[config.mk]
export PLATFORM = sky130hd
export DESIGN_NAME = sprite_compositor
export DESIGN_NICKNAME = d
export VERILOG_FILES = /design/src/rtl/spr_pkg.sv /design/src/rtl/spr_pri_sel.sv /design/src/rtl/sprite_compositor.sv
export SDC_FILE = /design/constraint.sdc
export NUM_CORES = 1
export LEC_CHECK = 0
export CAP_MARGIN = 20
export CORE_MARGIN = 4
export CORE_UTILIZATION = 33
export DETAILED_ROUTE_END_ITERATION = 16
export GPL_TIMING_DRIVEN = 0
export PLACE_DENSITY = 0.95
export SLEW_MARGIN = 10
export SYNTH_ARGS = -nofsm -noshare
export SYNTH_HDL_FRONTEND = slang
export SYNTH_HIERARCHICAL = 1
export SYNTH_SLANG_ARGS = --single-unit
[constraint.sdc]
create_clock -name clk -period 2.5 [get_ports clk]
set_input_delay 0.25 -clock clk [delete_from_list [all_inputs] [get_ports clk]]
set_output_delay 0.25 -clock clk [all_outputs]
set_load 0.02 [all_outputs]
[src/rtl/spr_pkg.sv]
// Shared sprite pipeline definitions: default colour depth and the
// transparent index, plus the collision pair-to-bit mapping.
package spr_pkg;

    localparam int COLR_BITS_DEF = 4;
    localparam int TRANSP_DEF    = 0;

    // Bit position of pair (i,j), i<j, in lexicographic pair order.
    function automatic int pair_idx(input int i, input int j, input int n);
        return i * n - (i * (i + 1)) / 2 + (j - i - 1);
    endfunction

endpackage

[src/rtl/spr_pri_sel.sv]
// Combinational front-to-back sprite select: the lowest-index opaque
// sprite wins; hit flags that any sprite is opaque.
module spr_pri_sel
    import spr_pkg::*;
#(
    parameter int NUM_SPR   = 4,
    parameter int COLR_BITS = COLR_BITS_DEF,
    parameter int TRANSP    = TRANSP_DEF
) (
    input  logic [NUM_SPR-1:0]           drawing,
    input  logic [NUM_SPR*COLR_BITS-1:0] pix,
    output logic                         hit,
    output logic [COLR_BITS-1:0]         colr
);

    localparam logic [COLR_BITS-1:0] TR = COLR_BITS'(TRANSP);

    // Walk back to front so the frontmost opaque sprite is written last.
    always_comb begin
        hit  = 1'b0;
        colr = '0;
        for (int i = NUM_SPR - 1; i >= 0; i--) begin
            if (drawing[i] && pix[i*COLR_BITS +: COLR_BITS] != TR) begin
                hit  = 1'b1;
                colr = pix[i*COLR_BITS +: COLR_BITS];
            end
        end
    end

endmodule

[src/rtl/sprite_compositor.sv]
// Sprite layer compositor with per-frame pairwise collision snapshots.
// Collision logic is built only when SPRITE_COMPOSITOR_COLLISION_EN is defined.
module sprite_compositor
    import spr_pkg::*;
#(
    parameter int NUM_SPR   = 4,
    parameter int COLR_BITS = COLR_BITS_DEF,
    parameter int TRANSP    = TRANSP_DEF,
    localparam int NP       = NUM_SPR * (NUM_SPR - 1) / 2
) (
    input  logic                         clk,
    input  logic                         rst,
    input  logic                         frame,
    input  logic                         de,
    input  logic [NUM_SPR-1:0]           spr_drawing,
    input  logic [NUM_SPR*COLR_BITS-1:0] spr_pix,
    input  logic [COLR_BITS-1:0]         bg_colr,
    output logic [COLR_BITS-1:0]         colr,
    output logic                         de_out,
    output logic [NP-1:0]                coll,
    output logic                         coll_valid,
    input  logic                         coll_ack,
    output logic                         coll_ovf
);

    logic                 win_hit;
    logic [COLR_BITS-1:0] win_colr;

    spr_pri_sel #(
        .NUM_SPR   (NUM_SPR),
        .COLR_BITS (COLR_BITS),
        .TRANSP    (TRANSP)
    ) u_pri_sel (
        .drawing (spr_drawing),
        .pix     (spr_pix),
        .hit     (win_hit),
        .colr    (win_colr)
    );

    always_ff @(posedge clk) begin
        if (rst) begin
            colr   <= '0;
            de_out <= 1'b0;
        end else begin
            de_out <= de;
            if (!de)
                colr <= '0;
            else if (win_hit)
                colr <= win_colr;
            else
                colr <= bg_colr;
        end
    end

`ifdef SPRITE_COMPOSITOR_COLLISION_EN
    localparam logic [COLR_BITS-1:0] TR = COLR_BITS'(TRANSP);

    logic [NUM_SPR-1:0] opq;
    logic [NP-1:0]      hits;
    logic [NP-1:0]      acc;

    always_comb begin
        opq = '0;
        for (int i = 0; i < NUM_SPR; i++)
            opq[i] = spr_drawing[i] && spr_pix[i*COLR_BITS +: COLR_BITS] != TR;
    end

    always_comb begin
        hits = '0;
        for (int i = 0; i < NUM_SPR - 1; i++)
            for (int j = i + 1; j < NUM_SPR; j++)
                hits = hits | (NP'(de & opq[i] & opq[j]) << pair_idx(i, j, NUM_SPR));
    end

    // A frame pulse outranks a same-cycle ack: the new snapshot stays unread.
    always_ff @(posedge clk) begin
        if (rst) begin
            acc        <= '0;
            coll       <= '0;
            coll_valid <= 1'b0;
            coll_ovf   <= 1'b0;
        end else if (frame) begin
            acc        <= '0;
            coll       <= acc | hits;
            coll_valid <= 1'b1;
            if (coll_valid && !coll_ack)
                coll_ovf <= 1'b1;
        end else begin
            acc <= acc | hits;
            if (coll_valid && coll_ack) begin
                coll_valid <= 1'b0;
                coll_ovf   <= 1'b0;
            end
        end
    end
`else
    logic unused_ack;

    assign unused_ack = coll_ack;
    assign coll       = '0;
    assign coll_valid = 1'b0;
    assign coll_ovf   = 1'b0;
`endif

endmodule

Yosys cells after proc, flatten, opt, wreduce, memory -nomap -nowiden
Index checks and enable logic that the tools add are counted.
{ "classes": {"mux": 9, "bitwise_logic": 1, "reduce_logical": 9} }
{ "ops": {"columns": ["cell", "n"], "rows": [
  ["$mux W4", 5],
  ["$reduce_bool A4 Y1", 4],
  ["$logic_and A1 B1 Y1", 4],
  ["$mux W1", 4],
  ["$reduce_or A2 Y1", 1],
  ["$not A1 Y1", 1]
]} }
{ "word_totals": {"regBits": 5, "inputBits": 29, "out_inout_bits": 13} }

Logic depth before layout (Yosys ltp)
{ "logic_depth": {"word_depth": 7, "mapped_depth": 6, "depth_no_buf": 5} }

Cells and area by module
Netlist, hierarchy kept.
{ "modules_own_cells": {"columns": ["module", "n_inst", "cells_per_inst", "area_each_um2", "seq_area_each_um2"], "rows": [
  ["spr_pri_sel", 1, 33, 259.0, 0.0],
  ["sprite_compositor", 1, 25, 234.0, 100.1]
]} }

Least setup slack after synthesis
No wires, ideal clock.
{ "synth_timing": {"path_kind": "in2reg", "start": "in spr_pix[4]", "end": "reg colr[0]", "setup_time_ns": 0.118, "arrival_time_ns": 1.199, "required_ns": 2.382, "slack_ns": 1.183, "cell_stages": 5, "path_buffers": 1, "path_cell_list": "o41ai_4 nand4_1 clkbuf_2 mux2i_1 nor2_1"} }
{ "synth_between": {"elab_chain_len": 5, "elab_cells_between_ends": 7} }
{ "synth_rtl": {"columns": ["element", "line_no", "source"], "rows": [
  ["start, declared", "sprite_compositor.sv:16", "input logic [NUM_SPR*COLR_BITS-1:0] spr_pix,"],
  ["$reduce_bool A4 Y1", "spr_pri_sel.sv:23", "if (drawing[i] && pix[i*COLR_BITS +: COLR_BITS] != TR) begin"],
  ["$logic_and A1 B1 Y1", "spr_pri_sel.sv:23", null],
  ["$mux W1 (2 in series)", "spr_pri_sel.sv:23", null],
  ["named net win_hit", "sprite_compositor.sv:26", "logic win_hit;"],
  ["$mux W4", "sprite_compositor.sv:48", "else if (win_hit)"],
  ["end signal, assigned", "sprite_compositor.sv:49", "colr <= win_colr;"],
  ["end signal, assigned", "sprite_compositor.sv:51", "colr <= bg_colr;"],
  ["end, declared", "sprite_compositor.sv:18", "output logic [COLR_BITS-1:0] colr,"]
]} }
The timed path passes the listed nets, and every way through them passes these cells.
A chain may end at the register's enable or synchronous reset.

Worst setup path after layout
{ "layout_timing": {"start": "in spr_pix[1]", "end": "reg colr[3]"} }
{ "layout_between": {"elab_chain_len": 4, "elab_cells_between_ends": 5} }
{ "layout_rtl": {"columns": ["element", "line_no"], "rows": [
  ["$reduce_bool A4 Y1", "spr_pri_sel.sv:23"],
  ["$logic_and A1 B1 Y1", "spr_pri_sel.sv:23"],
  ["$mux W1", "spr_pri_sel.sv:23"],
  ["named net win_hit", "sprite_compositor.sv:26"],
  ["$mux W4", "sprite_compositor.sv:48"]
]} }
The timed path passes the listed nets, and every way through them passes these cells.

==> flow_summary.yaml <==
status:
  status: "finished clean"
placement:
  io_buffers: 31
  dpl.cell_count: 111
  gp_congestion: 0.767
  dp_hpwl_mm: 1.23
  postPlaceCellArea_um2: 848
  place_ws_ns: 0.492
grt:
  grt_pass1_wl_mm: 1.96
  grt.overflow.total: 0
  antenna_found_initial: 0
  grt_use_total: 0.126
  grt_max_degree: 11
  grt_pass1_vias: 482
timing:
  hold_viol: 0
  fin_setup_tns_ns: 0
  rsz0062_at_grt: "false"
  holdWs_ns: 0.631
  fmax_mhz: 560
  maxSlewHeadroom: 0.649
  setup_ws_ns: 0.715
  layout_min_cycle_time_ns: 1.79
  slew_violations: 0
  setup_viol: 0
  finalCritPeriodShare: 0.714
  worst_slew_pin_slew_ns: 0.520
worst_hold_path:
  holdCritPathClass: "input pin to flip-flop"
logic_synthesis:
  synth_edf_count: 0
  synth-async-reset-ratio: 0
  synth_top_family_by_area: "compound AO/OA/AOI/OAI gates"
  yosysTopAreaCell: "dfxtp_1"
  yosysTopAreaCellShare: 0.203
  syn_area_um2: 493
  synth_common_cells: "buf_4, dfxtp_1, mux2i_1, nor2_1"
  synth_seq_cells: 5
  syn-instance-count: 58
  synth_mux_area_frac: 0.0812
  yosys_warnings: 6
  yosysUniqueCellTypes: 25
  synthTopCellsByArea: "dfxtp_1, buf_4, o41ai_4, mux2i_1, a311oi_1"
  synth_fa_ha_area_frac: 0
  synth_xor_area_frac: 0
  synth-compound-area-share: 0.335
  synth-simple-area-share: 0.226
  synth.most_common_cell: "buf_4"
  ys_seq_area_frac: 0.203
  syn_area_per_cell_um2: 8.50
  synthFlopType: "dfxtp_1"
worst_setup_path:
  critPathMaxStageDelay_ns: 0.58
  path_class: "input pin to flip-flop"
  critPathLaunchType: "input pin"
  path_cells: "clkdlybuf4s50_1 > o41ai_1 > nand4_1 > clkbuf_2 > mux2i_1 > nor2_1"
  cp_max_fo: 6
  critPathRequiredTime_ns: 2.62
  crit_slowest_cell: "o41ai_1"
  end_kind: "flip-flop"
  critPathArrivalTime_ns: 1.91
clock_tree:
  postCtsSetupRepairBufs: 0
  clock_path_buffers: 2
  root_buffer: "clkbuf_4"
  cts_sinks: 5
  cts_tree: "yes"
  h-tree-depth: 1
  holdBufCountCts: 0
  clk_pin_slew_ns: 0.04
  numCtsBuffers: 3
  ctsResizeCount: 0
power_and_ir_drop:
  seq_power_share: 0.278
  clkPwrFrac: 0.295
  p_int_w: 0.000218
  combPwrFrac: 0.427
  peakVddDrop_uv: 132
  power_switching_w: 0.0000910
  cellPowerDensity_mw_per_mm2: 353
  switching_share: 0.295
  leakage_nw: 0.374
final_layout:
  diodes: 0
  area_growth_pct: 77.4
  fin_area_um2: 875
  final_layout_size_suffix_gt1_frac: 0.140
  instances_no_fill: 115
  nets: 130
drt:
  dr.pass1.iters: 4
  avgViaCountPerCell: 5.05
  wire_per_inst_um: 12.3
  drt-total-wl_mm: 1.42
  dr.first_iter.drc_count: 11
  vias: 581
  drt.antenna.violating_nets: 0
  drcViolationCount: 0
floorplanning:
  chipHeight_um: 46.7
  initial_core_util: 0.365
  die_w_um: 46.7
  coreArea_mm2: 0.00135
  dieArea_mm2: 0.00218
  ios: 42
  rows: 13
flow_run:
  maxCapViolations: 0
-- worst max-delay path: cells and delay by family --
family                 cells  cell delay [ns]
AOI/OAI and AO/OA          1             0.58
buffers and inverters      2             0.70
muxes                      1             0.16
and+or+nand+nor            2             0.22
-- kinds of logic after synthesis --
| kind of cell | Yosys count |
|---|---|
| buf+inv | 11 |
| mux | 4 |
| compound gates | 16 |
| simple gates | 21 |
| flops | 5 |
| other cells | 1 |
-- area by class of cell --
| type | count | area [um^2] |
|---|---|---|
| sequential | 5 | 100 |
| timing repair buffer | 31 | 310 |
| inverter | 1 | 3.75 |
| multi-input combinational | 49 | 347 |
| buffer | 10 | 68.8 |
| fill | 112 | 475 |
| tap | 15 | 18.8 |
| clock buffer | 4 | 26.3 |
-- power by group through the flow --
stage	logic [W]	clock network [W]	registers [W]
CTS	0.000131	0.0000946	0.0000858
floorplan	0.0000555	0	0.0000930
global route	0.000141	0.0000970	0.0000859
global placement	0.000129	0	0.0000868
detailed placement	0.000131	0	0.0000872
finish	0.000132	0.0000912	0.0000857
-- metal layers --
layer | track usage | wire [um]
met5 | 0 | 0
met4 | 0.0663 | 22
met3 | 0.0156 | 136
met2 | 0.236 | 697
met1 | 0.135 | 559
-- state kept, by name, indices dropped and copies added, names as in the netlist --
name,cells
colr,4
de_out,1
-- per-stage QoR --
step,util,power (W)
2_1_floorplan,-,0.000148
3_3_place_gp,0.628,0.000215
3_5_place_dp,0.628,0.000218
4_1_cts,0.648,0.000312
5_1_grt,0.648,0.000324
6_report,0.648,0.000309
-- path summary, 6_finish.rpt --
path,start,to,cells after the start
max,spr_pix[1],colr[3],6
min,bg_colr[2],colr[2],3
-- cells in the final DEF, fill, tap and decap left out, drive strengths merged --
cell type       n
clkdlybuf4s50  31
buf             8
conb            8
clkbuf          6
dfxtp           5
mux2i           4
nor2            4
o41ai           4
nand3           3
a22oi           3
nor3            3
nor3b           3
a211oi          3
a311oi          3
nand2           3
nand2b          1
inv             1
or3             1
nand3b          1
o211a           1
and2            1
a31oi           1
o21ai           1
nand4           1
Note: power is estimated with default switching activity, not from simulation.
